==> src/rtl/sparsity_encoder.sv <==
// Dense-to-sparse line encoder: emits one zero/nonzero flag per element, streams
// nonzero values with their in-line index, and reports a nonzero count per line.
module sparsity_encoder #(
  parameter int DATA_WIDTH  = 8,
  parameter int LINE_LEN    = 16,
  parameter int IDX_WIDTH   = 4,
  parameter int CNT_WIDTH   = 5,
  parameter int LINES_WIDTH = 8
) (
  input  logic                   clk,
  input  logic                   reset,
  input  logic                   start,
  input  logic [LINES_WIDTH-1:0] num_lines,
  output logic                   busy,
  output logic                   done,
  input  logic                   in_valid,
  input  logic [DATA_WIDTH-1:0]  in_data,
  output logic                   in_ready,
  output logic                   flag_wr_req,
  output logic                   flag_wr_data,
  output logic                   nz_valid,
  output logic [DATA_WIDTH-1:0]  nz_data,
  output logic [IDX_WIDTH-1:0]   nz_index,
  input  logic                   nz_ready,
  output logic                   line_valid,
  output logic [CNT_WIDTH-1:0]   line_nnz
);

  typedef enum logic [1:0] {IDLE, RUN, DRAIN} state_t;

  state_t                 state, state_next;
  logic [LINES_WIDTH-1:0] num_lines_q;
  logic [LINES_WIDTH-1:0] line_cnt;
  logic [IDX_WIDTH-1:0]   elem_cnt;
  logic [CNT_WIDTH-1:0]   nnz_cnt;
  logic                   accept;
  logic                   elem_nz;
  logic                   last_elem;
  logic                   last_line;
  logic                   done_next;
  logic                   latch_cmd;

  // A stalled nz register blocks intake so no nonzero element is ever dropped.
  assign in_ready  = (state == RUN) && (!nz_valid || nz_ready);
  assign accept    = in_valid && in_ready;
  assign elem_nz   = (in_data != '0);
  assign last_elem = (elem_cnt == IDX_WIDTH'(LINE_LEN - 1));
  assign last_line = ((line_cnt + LINES_WIDTH'(1)) == num_lines_q);
  assign busy      = (state != IDLE);

  always_ff @(posedge clk) begin
    if (reset) begin
      state <= IDLE;
      done  <= 1'b0;
    end else begin
      state <= state_next;
      done  <= done_next;
    end
  end

  always_comb begin
    state_next = state;
    done_next  = 1'b0;
    latch_cmd  = 1'b0;
    case (state)
      IDLE: begin
        if (start) begin
          latch_cmd = 1'b1;
          if (num_lines == '0) done_next = 1'b1;
          else                 state_next = RUN;
        end
      end
      RUN: begin
        if (accept && last_elem && last_line) state_next = DRAIN;
      end
      DRAIN: begin
        if (!nz_valid || nz_ready) begin
          done_next  = 1'b1;
          state_next = IDLE;
        end
      end
      default: state_next = IDLE;
    endcase
  end

  always_ff @(posedge clk) begin
    if (reset) begin
      num_lines_q  <= '0;
      line_cnt     <= '0;
      elem_cnt     <= '0;
      nnz_cnt      <= '0;
      flag_wr_req  <= 1'b0;
      flag_wr_data <= 1'b0;
      nz_valid     <= 1'b0;
      nz_data      <= '0;
      nz_index     <= '0;
      line_valid   <= 1'b0;
      line_nnz     <= '0;
    end else begin
      flag_wr_req  <= accept;
      flag_wr_data <= accept && elem_nz;
      line_valid   <= accept && last_elem;

      // Reload on a new nonzero even while the old one is being taken: no bubble.
      if (accept && elem_nz) begin
        nz_valid <= 1'b1;
        nz_data  <= in_data;
        nz_index <= elem_cnt;
      end else if (nz_ready) begin
        nz_valid <= 1'b0;
      end

      if (latch_cmd) begin
        num_lines_q <= num_lines;
        line_cnt    <= '0;
        elem_cnt    <= '0;
        nnz_cnt     <= '0;
      end else if (accept) begin
        if (last_elem) begin
          line_nnz <= nnz_cnt + CNT_WIDTH'(elem_nz);
          elem_cnt <= '0;
          nnz_cnt  <= '0;
          line_cnt <= line_cnt + LINES_WIDTH'(1);
        end else begin
          elem_cnt <= elem_cnt + IDX_WIDTH'(1);
          nnz_cnt  <= nnz_cnt + CNT_WIDTH'(elem_nz);
        end
      end
    end
  end

endmodule

==> config.mk <==
export PLATFORM = sky130hd
export DESIGN_NAME = sparsity_encoder
export DESIGN_NICKNAME = d
export VERILOG_FILES = /design/src/rtl/sparsity_encoder.sv
export SDC_FILE = /design/constraint.sdc
export NUM_CORES = 1
export LEC_CHECK = 0
export ABC_AREA = 1
export CAP_MARGIN = 25
export CORE_MARGIN = 2
export CORE_UTILIZATION = 46
export DETAILED_ROUTE_END_ITERATION = 7
export PLACE_DENSITY = 0.76
export REMOVE_ABC_BUFFERS = 1
export SLEW_MARGIN = 30
export SYNTH_ARGS = -nofsm -noshare
export SYNTH_HDL_FRONTEND = slang
export SYNTH_SLANG_ARGS = --single-unit
==> constraint.sdc <==
create_clock -name clk -period 1.6 [get_ports clk]
set_input_delay 0.24 -clock clk [delete_from_list [all_inputs] [get_ports clk]]
set_output_delay 0.24 -clock clk [all_outputs]
set_load 0.01 [all_outputs]
==> metrics.cfg, run 1 <==
[logic_synthesis]
avgSynthCellArea_sq_um = 7.12
netlist_top_cells_area = dfxtp_1 (42%), nand2_1 (9.3%), nor2_1 (8.7%), o21ai_0 (7.3%), nand3_1 (6.4%)
synth_most_common_cell = nand2_1
synth.ff_latch_count = 49
synth_edf_count = 0
synthesis.area_sq_mm = 0.00233
yosysUniqueCellTypes = 31
synth_top_area_share_pct = 42.1
synthCells = 327
yosysTopAreaCell = dfxtp_1
synth_seq_area_share_pct = 42.1
async_reset_ff_share_pct = 0
synthTopCellsByCount = nand2_1 (58), nor2_1 (54), dfxtp_1 (49), o21ai_0 (34), inv_1 (32)
ys.warnings.count = 0
ys.flop_type = dfxtp_1

[floorplanning]
ios = 45
die_w_um = 75.2
rows = 25
die-area_sq_mm = 0.00565
initial_core_util_pct = 48.4
chipHeight_um = 75.2
core_sq_mm = 0.00482

[sta]
worst_pin_slew_ns = 0.280
fin_crit_ns = 1.55
drv_slew = 0
setup_violations = 0
skew_ns = 0.00275
timing.hold.ws_ns = 0.270
hold_viol_final = 0
grt_setup_unrepaired = yes
fin_setup_tns_ns = 0
slew_headroom_pct = 81.3
period_share_pct = 97.1
clock.fmax_ghz = 0.644

[place]
port-buffer-count = 44
place_inst = 449
gp_congestion = 0.825
dpl.hpwl_mm = 4.22

[clock_network]
clk_latency_ns = 0.30
cts_tree = done
root_buffer = clkbuf_8
cts-htree-levels = 2
cts.path.max_buffers = 2
clock-sinks = 49
numCtsBuffers = 5
clk_pin_slew_worst_paths_ns = 0.09

[layout]
final_nets = 419
final_cells = 462
drive_gt1_share_pct = 18.5
area_growth_pct = 37.1
n_antenna_cell = 0

[route]
wl_per_cell_um = 12.6
wl_mm = 5.80
drc = 0
vias_per_cell = 5.06
drt-initial-drc-count = 128
ant_nets = 0
dr.pass1.iters = 4
num_vias = 2337

[critical_path]
r2r-start = line_cnt[0]$_SDFFE_PP0P_
crit_path_frequent_cell = nand2_1
critPathCaptureType = flop
slowest_stage = dfxtp_4
worstPathArrival_ns = 1.80
crit_path_start_kind = flop
reg2reg_to = state[1]$_SDFFE_PP0P_
slowest_delay_ns = 0.39
crit_fanout = 4
crit_chain = ha_4 > buf_4 > inv_1 > nand2_1 > nand2_1 > nand2_1 > nand2_1 > nor2_1 > nand3_1 > nor2_1 > nand3_1 > a21oi_2
ff2ff_setup_slack_ns = 0.05
reg2reg_depth = 12
cp.required_ns = 1.84
crit_type = flop to flop

[pwr]
irDropWorstVdd_uv = 388
p_leak_nw = 1.36
powerDensity_mw_per_mm2 = 760

[worst_hold_path]
hold_end = nz_data[4]$_SDFFE_PP0P_
hold_depth = 3
hp-start = in_data[4]
hold_class = input pin to flop

[status]
status = finished clean

[global_routing]
grt_pass1_wl_mm = 9.34
grt.overflow.total = 0
grt_max_degree = 16
antenna_found_initial = 0
grt_pass1_vias = 2144
grt_usage_pct = 21.6

[run]
drv_cap = 0

## area by class of cell
class | instances | area [sq um]
clock buffer | 6 | 72.6
inverter | 36 | 135
fill | 439 | 1620
clock inverter | 2 | 15.0
tap | 67 | 83.8
multi-input combinational | 234 | 1260
timing repair buffer | 68 | 629
sequential | 49 | 995
## where the power goes
part           internal, W  switching (W)  total (W)
Sequential         0.00126      0.0000285    0.00129
Clock             0.000309       0.000436   0.000745
Combinational     0.000188       0.000201   0.000390
Total              0.00176       0.000666    0.00243
## what timing repair did
action	4_1_cts	5_1_grt
setup endpoints to repair	9	13
hold buffers	0	0
setup buffers	1	4
cloned	0	0
pin swaps	6	10
gates resized for setup	17	18
endpoints found under the hold margin	0	0
## placed cells by master (no fill, tap or decap), types with 3 or more instances in the layout
master / count
a21oi_1: 18
a21oi_2: 3
a31oi_1: 3
buf_4: 23
clkbuf_8: 5
clkdlybuf4s50_1: 38
dfxtp_1: 44
dfxtp_4: 3
dlygate4sd2_1: 3
ha_4: 3
inv_1: 30
inv_2: 6
nand2_1: 57
nand2_2: 8
nand3_1: 28
nor2_1: 51
nor2_4: 7
nor3_1: 3
o21ai_0: 34
## through the flow
step / power (W) / setup WS [ns] / util, % / cell area, sq um
floorplan: 0.00151 / 0.116 / - / 2290
global placement: 0.00170 / -0.479 / 61.6 / 2970
detailed placement: 0.00171 / -0.499 / 61.6 / 2970
CTS: 0.00244 / 0.00803 / 64.5 / 3110
global route: 0.00254 / -0.0616 / 66.3 / 3190
finish: 0.00243 / 0.0466 / 66.3 / 3190
## cells by family after synthesis
logic type      share of synthesized area (%)
simple gates                             33.2
compound gates                           13.8
buf+inv                                  7.63
fa+ha+maj                                2.15
flops                                    42.1
xor+xnor                                 1.13
## critical path: cells and delay by family, from the launching register on
kind,cells,cell delay (ns)
adder cells (fa/ha/maj),1,0.14
AND/OR/NAND/NOR,8,0.69
buffers and inverters,2,0.14
flip-flops,1,0.39
AO/OA/AOI/OAI,1,0.12
## sequential cells by signal, indices dropped and copies added, names as in the netlist, 2 cells and up
register,flops
nz_data,8
nz_index,4
line_cnt,8
line_nnz,5
state,2
elem_cnt,4
num_lines_q,8
nnz_cnt,5
## routing by layer
| metal | vias to the layer above | share of wire [%] | track usage (%) |
|---|---|---|---|
| met4 | 0 | 1.6 | 6.82 |
| met3 | 9 | 4.7 | 4.82 |
| li1 | 1195 | - | - |
| met2 | 54 | 48 | 35.5 |
| met1 | 1079 | 45 | 28.3 |
| met5 | - | 0 | 0 |
## worst max-delay path by stage
stage                             startpoint                 endpoint  depth (start not counted)
global route        line_cnt[0]$_SDFFE_PP0P_    state[1]$_SDFFE_PP0P_                         11
finish              line_cnt[0]$_SDFFE_PP0P_    state[1]$_SDFFE_PP0P_                         12
detailed placement                in_data[4]  nnz_cnt[4]$_SDFFE_PP0N_                          9
global placement                  in_data[4]  nnz_cnt[4]$_SDFFE_PP0N_                          9
CTS                    state[1]$_SDFFE_PP0P_                     busy                          3
floorplan                         in_data[4]  nnz_cnt[4]$_SDFFE_PP0N_                          8
No activity file was read; power rests on OpenSTA's default activity.
==> run 2: changes to the inputs <==
--- a/config.mk
+++ b/config.mk
@@ -8,9 +8,9 @@
 export ABC_AREA = 1
 export CAP_MARGIN = 25
 export CORE_MARGIN = 2
-export CORE_UTILIZATION = 46
+export CORE_UTILIZATION = 55
 export DETAILED_ROUTE_END_ITERATION = 7
-export PLACE_DENSITY = 0.76
+export PLACE_DENSITY = 0.85
 export REMOVE_ABC_BUFFERS = 1
 export SLEW_MARGIN = 30
 export SYNTH_ARGS = -nofsm -noshare
==> constraint.sdc (replaced) <==
create_clock -name clk -period 1.9 [get_ports clk]
set_input_delay 0.285 -clock clk [delete_from_list [all_inputs] [get_ports clk]]
set_output_delay 0.285 -clock clk [all_outputs]
set_load 0.01 [all_outputs]
==> run 2 against run 1 <==
Net effect: core utilization rose by 7.3 points; register-to-register slack gained 0.13 ns; sequential power shrank 16%; cell area is 7.2% lower; sequential share of layout area is 1.9 points higher; die area shrank 16%; first-iteration DRC count grew 46%; setup slack improved by 0.041 ns; largest power group unchanged.
==> metrics.cfg, run 2 (same netlist as run 1, synthesis figures left out) <==
[sta]
clock.fmax_ghz = 0.552
slew_headroom_pct = 52.6  ; was 81.3%
setup_violations = 0  ; unchanged
skew_ns = 0.00421  ; was 0.00275 ns
worst_pin_slew_ns = 0.710  ; was 0.280 ns
grt_setup_unrepaired = yes  ; unchanged
hold_viol_final = 0  ; unchanged
fin_setup_tns_ns = 0  ; unchanged
timing.hold.ws_ns = 0.475  ; was 0.270 ns
drv_slew = 0  ; unchanged
period_share_pct = 95.4
fin_crit_ns = 1.81

[clock_network]
cts-htree-levels = 2  ; unchanged
cts.path.max_buffers = 2  ; unchanged
numCtsBuffers = 5  ; unchanged
clk_latency_ns = 0.31  ; was 0.30 ns
clock-sinks = 49  ; unchanged
hold_buffers = 0  ; unchanged
root_buffer = clkbuf_8  ; unchanged
cts_tree = done  ; unchanged
clk_pin_slew_worst_paths_ns = 0.09  ; about the same

[floorplanning]
core_sq_mm = 0.00403  ; was 0.00482 sq mm
chipHeight_um = 69.1  ; was 75.2 um
die_w_um = 69.1  ; was 75.2 um
ios = 45  ; unchanged
die-area_sq_mm = 0.00477  ; was 0.00565 sq mm
rows = 23  ; was 25
initial_core_util_pct = 57.8  ; was 48.4%

[critical_path]
slowest_delay_ns = 0.48  ; was 0.39 ns
cp.required_ns = 1.62  ; was 1.84 ns
crit_fanout = 5  ; was 4
crit_chain = nor2_1 > inv_1 > clkdlybuf4s50_1  ; was ha_4 > buf_4 > inv_1 > nand2_1 > nand2_1 > nand2_1 > nand2_1 > nor2_1 > nand3_1 > nor2_1 > nand3_1 > a21oi_2
worstPathArrival_ns = 1.53  ; was 1.80 ns
crit_type = flop to output pin  ; was flop to flop
critPathCaptureType = output pin  ; was flop
slowest_stage = clkdlybuf4s50_1  ; was dfxtp_4
crit_path_start_kind = flop  ; unchanged

[pwr]
p_seq_share_pct = 50.9  ; was 53.3%
powerDensity_mw_per_mm2 = 722  ; was 760 mW/mm^2
intPower_w = 0.00161  ; was 0.00176 W
p_clk_share_pct = 34.9  ; was 30.7%
power_frac_comb_pct = 14.2  ; was 16.0%
swShare_pct = 25.0  ; was 27.4%
irDropWorstVdd_uv = 511  ; was 388 uV
p_leak_nw = 1.26  ; was 1.36 nW
power_switching_w = 0.000535  ; was 0.000666 W

[layout]
final_nets = 402  ; was 419
most-common-layout-cells = nand2_1 (58), nor2_1 (54), dfxtp_1 (49), clkdlybuf4s50_1 (43), o21ai_0 (34)  ; was nand2_1 (57), nor2_1 (51), dfxtp_1 (44), clkdlybuf4s50_1 (38), o21ai_0 (34)
final_common_cell = nand2_1  ; unchanged
n_antenna_cell = 0  ; unchanged
drive_gt1_share_pct = 10.1  ; was 18.5%
largestRegisters = line_cnt: 8 flops, num_lines_q: 8 flops, nz_data: 8 flops  ; unchanged
area_growth_pct = 27.3  ; was 37.1%

[route]
wl_per_cell_um = 12.6  ; about the same
vias_per_cell = 5.29  ; was 5.06
dr.pass1.iters = 4  ; unchanged
drc = 0  ; unchanged
ant_nets = 0  ; unchanged
num_vias = 2266  ; was 2337
wl_mm = 5.39  ; was 5.80 mm
drt-initial-drc-count = 187  ; was 128

[run]
drv_cap = 0  ; unchanged

[place]
port-buffer-count = 44  ; unchanged
dpl.hpwl_mm = 3.98  ; was 4.22 mm
gp_congestion = 0.847  ; was 0.825

[status]
status = finished clean  ; unchanged

[worst_hold_path]
hold_class = flop to flop  ; was input pin to flop

[global_routing]
grt_pass1_wl_mm = 9.02  ; was 9.34 mm
antenna_found_initial = 0  ; unchanged
grt.overflow.total = 0  ; unchanged
grt_usage_pct = 23.3  ; was 21.6%
grt_max_degree = 27  ; was 16
grt_pass1_vias = 2007  ; was 2144

run 2: repair_timing:
action,CTS,global route
buffers inserted,0,1
endpoints found under the setup margin,0,5
gates resized for setup,0,3
run 2: final cells by class:
class | count | area, sq um
clock inverters | 2 | 38.8
flip-flops and latches | 49 | 981
clock buffers | 6 | 72.6
multi-input cells | 234 | 1180
fillers | 327 | 1060
well taps | 50 | 62.6
inverters | 36 | 135
repair buffers | 51 | 495
run 2: layer usage:
| metal | track usage (%) | vias up | wire length [um] |
|---|---|---|---|
| met5 | 0 | - | 0 |
| met4 | 10.9 | 0 | 142 |
| met3 | 5.12 | 12 | 329 |
| met2 | 38.2 | 72 | 2540 |
| met1 | 29.1 | 1017 | 2370 |
| li1 | - | 1165 | - |
run 2: critical path, delay by kind of cell, from the launching register on:
kind                   cells  cell delay [ns]
buffers and inverters      2             0.55
DFF                        1             0.38
and+or+nand+nor            1             0.29
run 2: stage by stage:
step | total power, W | instance area, sq um | cells | setup slack (ns) | util (%)
after global routing | 0.00223 | 2970 | 428 | -0.0504 | 73.6
after global placement | 0.00141 | 2840 | 419 | -0.209 | 70.4
after CTS | 0.00215 | 2950 | 427 | 0.0305 | 73.1
after detailed placement | 0.00142 | 2840 | 419 | -0.267 | 70.4
final | 0.00214 | 2970 | 428 | 0.0880 | 73.6
after floorplan | 0.00127 | 2290 | 319 | 0.371 | -
run 2: path summary, 6_finish.rpt:
check	from	endpoint	slack [ns]	cells after the start
min	nnz_cnt[0]$_SDFFE_PP0N_	nnz_cnt[0]$_SDFFE_PP0N_	0.47	2
max reg2reg	line_cnt[0]$_SDFFE_PP0P_	state[1]$_SDFFE_PP0P_	0.18	11
min reg2reg	nnz_cnt[0]$_SDFFE_PP0N_	nnz_cnt[0]$_SDFFE_PP0N_	0.47	2
max	state[1]$_SDFFE_PP0P_	busy	0.09	3
run 2: power by group through the flow:
stage	Sequential [W]	Clock, W	Combinational (W)
global placement	0.00111	0	0.000296
floorplan	0.00112	0	0.000146
global route	0.00110	0.000798	0.000339
detailed placement	0.00111	0	0.000302
CTS	0.00109	0.000757	0.000303
finish	0.00109	0.000746	0.000304
==> run 3: changes to the inputs <==
==> constraint.sdc (replaced) <==
create_clock -name clk -period 1.9 [get_ports clk]
set_input_delay 0.285 -clock clk [delete_from_list [all_inputs] [get_ports clk]]
set_output_delay 0.285 -clock clk [all_outputs]
set_load 0.05 [all_outputs]
==> run 3 against run 2 <==
Net effect: clock skew increased by 0.0060 ns; core utilization increased by 0.53 points; final cell count up 0.47%; largest power group unchanged.
==> metrics.cfg, run 3 (same netlist as run 1, synthesis figures left out) <==
[status]
status = finished clean  ; unchanged

[route]
wl_per_cell_um = 12.6  ; about the same
ant_nets = 0  ; unchanged
num_vias = 2238  ; was 2266
wl_mm = 5.42  ; was 5.39 mm
drc = 0  ; unchanged
vias_per_cell = 5.20  ; was 5.29
drt-initial-drc-count = 176  ; was 187
dr.pass1.iters = 5  ; was 4

[layout]
area_growth_pct = 28.2  ; was 27.3%
n_antenna_cell = 0  ; unchanged
largestRegisters = line_cnt: 8 flops, num_lines_q: 8 flops, nz_data: 8 flops  ; unchanged
nFillCells = 338  ; was 327
final_nets = 404  ; was 402
final_common_cell = nand2_1  ; unchanged
drive_gt1_share_pct = 11.3  ; was 10.1%
most-common-layout-cells = nand2_1 (58), nor2_1 (54), dfxtp_1 (48), clkdlybuf4s50_1 (42), o21ai_0 (34)  ; was nand2_1 (58), nor2_1 (54), dfxtp_1 (49), clkdlybuf4s50_1 (43), o21ai_0 (34)

[pwr]
total_power_w = 0.00223  ; was 0.00214 W
irDropWorstVdd_uv = 445  ; was 511 uV
p_leak_nw = 1.26  ; about the same
powerDensity_mw_per_mm2 = 747  ; was 722 mW/mm^2

[critical_path]
critPathCaptureType = flop  ; was output pin
crit_type = input pin to flop  ; was flop to output pin
reg2reg_depth = 11  ; unchanged
reg2reg_to = state[1]$_SDFFE_PP0P_  ; unchanged
cp.required_ns = 2.15  ; was 1.62 ns
crit_fanout = 2  ; was 5
ff2ff_setup_slack_ns = 0.16  ; was 0.18 ns
crit_path_start_kind = input pin  ; was flop
r2r-start = line_cnt[1]$_SDFFE_PP0P_  ; was line_cnt[0]$_SDFFE_PP0P_
worstSetupStartpoint = in_data[7]  ; was state[1]$_SDFFE_PP0P_
worstPathArrival_ns = 2.02  ; was 1.53 ns

[clock_network]
clock-sinks = 49  ; unchanged
numCtsBuffers = 5  ; unchanged
cts.path.max_buffers = 2  ; unchanged
clk_latency_ns = 0.31  ; about the same
clk_pin_slew_worst_paths_ns = 0.09  ; about the same
hold_buffers = 0  ; unchanged
root_buffer = clkbuf_8  ; unchanged
cts-htree-levels = 2  ; unchanged
cts_tree = done  ; unchanged

[floorplanning]
initial_core_util_pct = 57.8  ; unchanged
die-area_sq_mm = 0.00477  ; unchanged
core_sq_mm = 0.00403  ; unchanged
chipHeight_um = 69.1  ; unchanged
rows = 23  ; unchanged
die_w_um = 69.1  ; unchanged
ios = 45  ; unchanged

[global_routing]
grt.overflow.total = 0  ; unchanged
antenna_found_initial = 0  ; unchanged
grt_usage_pct = 23.7  ; was 23.3%
grt_pass1_vias = 2058  ; was 2007
grt_max_degree = 27  ; unchanged
grt_pass1_wl_mm = 9.25  ; was 9.02 mm

[worst_hold_path]
hold_end = num_lines_q[1]$_SDFFE_PP0P_  ; was nnz_cnt[0]$_SDFFE_PP0N_
hold_class = flop to flop  ; unchanged
hp-start = num_lines_q[1]$_SDFFE_PP0P_  ; was nnz_cnt[0]$_SDFFE_PP0N_
hold_depth = 2  ; unchanged

[sta]
fin_setup_tns_ns = 0  ; unchanged
hold_viol_final = 0  ; unchanged
timing.hold.ws_ns = 0.470  ; was 0.475 ns
clock.fmax_ghz = 0.565  ; was 0.552 GHz
skew_ns = 0.0102  ; was 0.00421 ns
worst_pin_slew_ns = 0.686  ; was 0.710 ns
fin_crit_ns = 1.77  ; was 1.81 ns
period_share_pct = 93.1  ; was 95.4%
slew_headroom_pct = 54.2  ; was 52.6%
setup_violations = 0  ; unchanged
drv_slew = 0  ; unchanged

[place]
dpl.hpwl_mm = 3.97  ; was 3.98 mm
port-buffer-count = 44  ; unchanged
gp_congestion = 0.848  ; was 0.847

[run]
drv_cap = 0  ; unchanged

[run 3: changes by cell type in the layout (fill, tap and decap cells not counted)]
| cell | delta |
|---|---|
| dfxtp_2 | +1 |
| buf_4 | +3 |
| dfxtp_1 | -1 |
| dlymetal6s2s_1 | -1 |
| buf_12 | +1 |
| clkdlybuf4s50_1 | -1 |
[run 3: power breakdown]
part           internal [W]  total (W)  switching, W
logic              0.000150   0.000393      0.000243
clock network      0.000395   0.000748      0.000353
registers           0.00107    0.00109     0.0000212
[run 3: cell type report]
type	count	area (sq um)	area share (%)
Multi-Input combinational cell	234	1180	39.5
Inverter	36	135	4.52
Tap cell	50	62.6	2.09
Sequential cell	49	982	32.9
Clock buffer	6	72.6	2.43
Clock inverter	2	38.8	1.30
Timing Repair Buffer	53	515	17.3
[run 3: what timing repair did]
action,CTS,global route
gates resized for setup,0,3
endpoints found under the setup margin,0,4
setup buffers,0,1
[run 3: routing by layer]
layer | wire length, um | vias to the layer above | GRT usage (%)
li1 | - | 1162 | -
met1 | 2350 | 1003 | 30.2
met2 | 2690 | 64 | 40.3
met3 | 285 | 9 | 5.12
met4 | 91 | 0 | 6.54
met5 | 0 | - | 0
[run 3: worst max-delay path by stage]
| stage | to | slack (ns) |
|---|---|---|
| 6_report | nnz_cnt[4]$_SDFFE_PP0N_ | 0.13 |
| 5_1_grt | nnz_cnt[4]$_SDFFE_PP0N_ | -0.005 |
| 4_1_cts | nnz_cnt[4]$_SDFFE_PP0N_ | 0.08 |
| 3_5_place_dp | nnz_cnt[4]$_SDFFE_PP0N_ | -0.26 |
| 3_3_place_gp | nnz_cnt[4]$_SDFFE_PP0N_ | -0.21 |
| 2_1_floorplan | in_ready | 0.19 |
[run 3: through the flow]
stage               cell area (sq um)  worst slack [ns]  cells  util (%)
floorplan                        2290             0.192    319         -
global placement                 2860            -0.210    421      70.9
detailed placement               2860            -0.258    421      70.9
CTS                              2970            0.0757    429      73.7
global route                     2990          -0.00451    430      74.1
finish                           2990             0.130    430      74.1
[run 3: worst max-delay path, cell delays in order]
cell and delay, ns:
clkdlybuf4s50_1 0.43, nor4_2 0.28, nand3_1 0.18, ha_2 0.22, ha_1 0.20, nand3_1 0.10
xnor2_1 0.14, nand2_1 0.08, a21oi_1 0.11
==> RTL edit: new RTL, settings of run 3 <==
Change the parameter `LINES_WIDTH` from 8 to 10.
--- a/src/rtl/sparsity_encoder.sv
+++ b/src/rtl/sparsity_encoder.sv
@@ -7,3 +7,3 @@
   parameter int CNT_WIDTH   = 5,
-  parameter int LINES_WIDTH = 8
+  parameter int LINES_WIDTH = 10
 ) (
Interface: changed (resized num_lines); port bits go from 45 to 47. The function was not compared with the original's and may differ.
==> RTL edit against run 3 <==
- area after synthesis increased by 4.8%
- clock power decreased by 14%
- sequential cell count increased by 4
- sequential share of layout area up 1.4 points
- count of clock-buffer cells in the layout up 1
- power grew 0.14%
- wire length is 8.2% higher
- cell count increased by 5.3%
- setup slack better by 4.8 ps
- critical path depth unchanged
- synthesized cell count is 6.7% higher
- clock skew rose by 2.6 ps
- cell area grew 3.6%
- highest routed layer unchanged
==> RTL edit: results (changes against run 3) <==
The number of vias in the routed layout came out at 2373 (was 2238). The headroom to the max-slew limit was 0.579 (was 0.542); the net count reported at finish was 428 (was 404). Largest registers: line_cnt (10), num_lines_q (10), nz_data (8) (was line_cnt (8), num_lines_q (8), nz_data (8)). The starting DRC count in detailed routing was 100 (was 176). The half-perimeter wire length of the detailed placement result was 4350 um (was 3970 um); the worst-case vdd ir drop was 0.645 mV (was 0.445 mV).

The global-route wire length before repair is 9610 um (was 9250 um). The run gives 2222 (was 2058) as the via count of the first global-routing pass. The tools report the overall global routing resource usage as 0.238 (was 0.237). The tools report the final weighted congestion in routability-driven placement as 0.876 (was 0.848). The flow ran to the end, and the final reports show no timing, DRC or antenna violations. The fraction of layout instances using a drive strength above 1 works out to 0.0898 (was 0.113). The worst setup slack for register-to-register paths was 190 ps (was 160 ps).

Most frequent cells after synthesis: sky130_fd_sc_hd__nand2_1 (72), sky130_fd_sc_hd__nor2_1 (61), sky130_fd_sc_hd__dfxtp_1 (53), sky130_fd_sc_hd__o21ai_0 (39), sky130_fd_sc_hd__a21oi_1 (30) (was sky130_fd_sc_hd__nand2_1 (58), sky130_fd_sc_hd__nor2_1 (54), sky130_fd_sc_hd__dfxtp_1 (49), sky130_fd_sc_hd__o21ai_0 (34), sky130_fd_sc_hd__inv_1 (32)). The number of buffers inserted by port buffering is 46 (was 44). The endpoint arrival time on the critical path was 2000 ps (was 2020 ps); the routed length per instance was 12.9 um (was 12.6 um). The tools report the total iterations of the first detailed-routing run as 6 (was 5).

The type of the most critical hold path is flip-flop to flip-flop (unchanged). Net switching component of the power: 629 uW (was 617 uW). Main area contributors after synthesis: sky130_fd_sc_hd__dfxtp_1 (43%), sky130_fd_sc_hd__nand2_1 (11%), sky130_fd_sc_hd__nor2_1 (9.4%), sky130_fd_sc_hd__o21ai_0 (8.0%), sky130_fd_sc_hd__a21oi_1 (6.1%) (was sky130_fd_sc_hd__dfxtp_1 (42%), sky130_fd_sc_hd__nand2_1 (9.3%), sky130_fd_sc_hd__nor2_1 (8.7%), sky130_fd_sc_hd__o21ai_0 (7.3%), sky130_fd_sc_hd__nand3_1 (6.4%)). The filler cell count in the final layout came out at 363 (was 338). For the leakage power figure, the log shows 0.00130 uW (was 0.00126 uW). The tools report the number of distinct library cell variants in the gate-level netlist after synthesis as 26 (was 31). The final standard cell count with taps included and fillers excluded is 453 (was 430). The start point of the worst hold path is nz_data[3] (was num_lines_q[1]).

The length in cells of the worst reg-to-reg path came out at 12 (was 11). The terminating pin of the worst hold path is nz_data[3] (was num_lines_q[1]). The worst hold margin was 473 ps (was 470 ps).

The gate count after technology mapping was 349 (was 327); the share of the yosys chip area belonging to registers was 0.434 (was 0.421). The reg-to-reg startpoint was line_cnt[0] (was line_cnt[1]).
## RTL edit: worst max-delay path by stage
stage / start / endpoint / slack (ps) / cells after the start
finish: in_data[7] / nnz_cnt[4] / 140 / 9
global route: in_data[7] / nnz_cnt[4] / 20 / 9
CTS: in_data[4] / nnz_cnt[4] / 70 / 9
detailed placement: in_data[4] / nnz_cnt[4] / -220 / 9
global placement: in_data[4] / nnz_cnt[4] / -160 / 9
floorplan: nz_valid / nz_index[1] / 60 / 7
## RTL edit: final cells by class
class / instances / area (sq um) / area share
multi-input cells: 251 / 1210 / 0.392
flip-flops and latches: 53 / 1060 / 0.343
repair buffers: 55 / 536 / 0.173
inverters: 35 / 131 / 0.0425
clock buffers: 7 / 86.3 / 0.0279
well taps: 52 / 65.1 / 0.0210
## RTL edit: cells by family after synthesis
logic type | count (synthesis) | share of synthesized area
compound gates | 73 | 0.154
xor+xnor | 3 | 0.0108
fa+ha+maj | 4 | 0.0205
buf+inv | 45 | 0.0722
flops | 53 | 0.434
simple gates | 171 | 0.308
## RTL edit: through the flow
| step | utilization | TNS [ps] | power [uW] | worst slack [ps] | instance area, sq um |
|---|---|---|---|---|---|
| final | 0.715 | 0 | 2230 | 135 | 3090 |
| after global placement | 0.693 | -550 | 1610 | -161 | 3000 |
| after detailed placement | 0.693 | -667 | 1620 | -216 | 3000 |
| after CTS | 0.713 | 0 | 2240 | 72.7 | 3080 |
| after global routing | 0.715 | 0 | 2320 | 16.2 | 3090 |
| after floorplan | - | 0 | 1450 | 58.0 | 2400 |
## RTL edit: worst max-delay path, cell delays in order
cell,delay [ps]
sky130_fd_sc_hd__clkdlybuf4s50_1,430
sky130_fd_sc_hd__nor4_2,280
sky130_fd_sc_hd__nand2_1,130
sky130_fd_sc_hd__ha_2,200
sky130_fd_sc_hd__ha_1,210
sky130_fd_sc_hd__nand3_1,100
sky130_fd_sc_hd__xnor2_1,140
sky130_fd_sc_hd__nand2_1,80
sky130_fd_sc_hd__a21oi_1,140
## RTL edit: metal layers
metal	track usage	wire, um	up-vias
li1	-	-	1238
met1	0.290	2560	1068
met2	0.419	2950	50
met3	0.0328	174	17
met4	0.105	183	0
met5	0	0	-
## RTL edit: power groups by stage
stage	logic (uW)	clock network [uW]	registers, uW
after global placement	402	0	1200
after floorplan	165	0	1280
after detailed placement	410	0	1210
after CTS	412	648	1180
after global routing	446	683	1190
final	412	641	1180
## RTL edit: timing repair
item | 4_1_cts | 5_1_grt
setup endpoints to repair | 0 | 1
endpoints found under the hold margin | 0 | 0
hold buffers | 0 | 0
resized for setup | 0 | 2
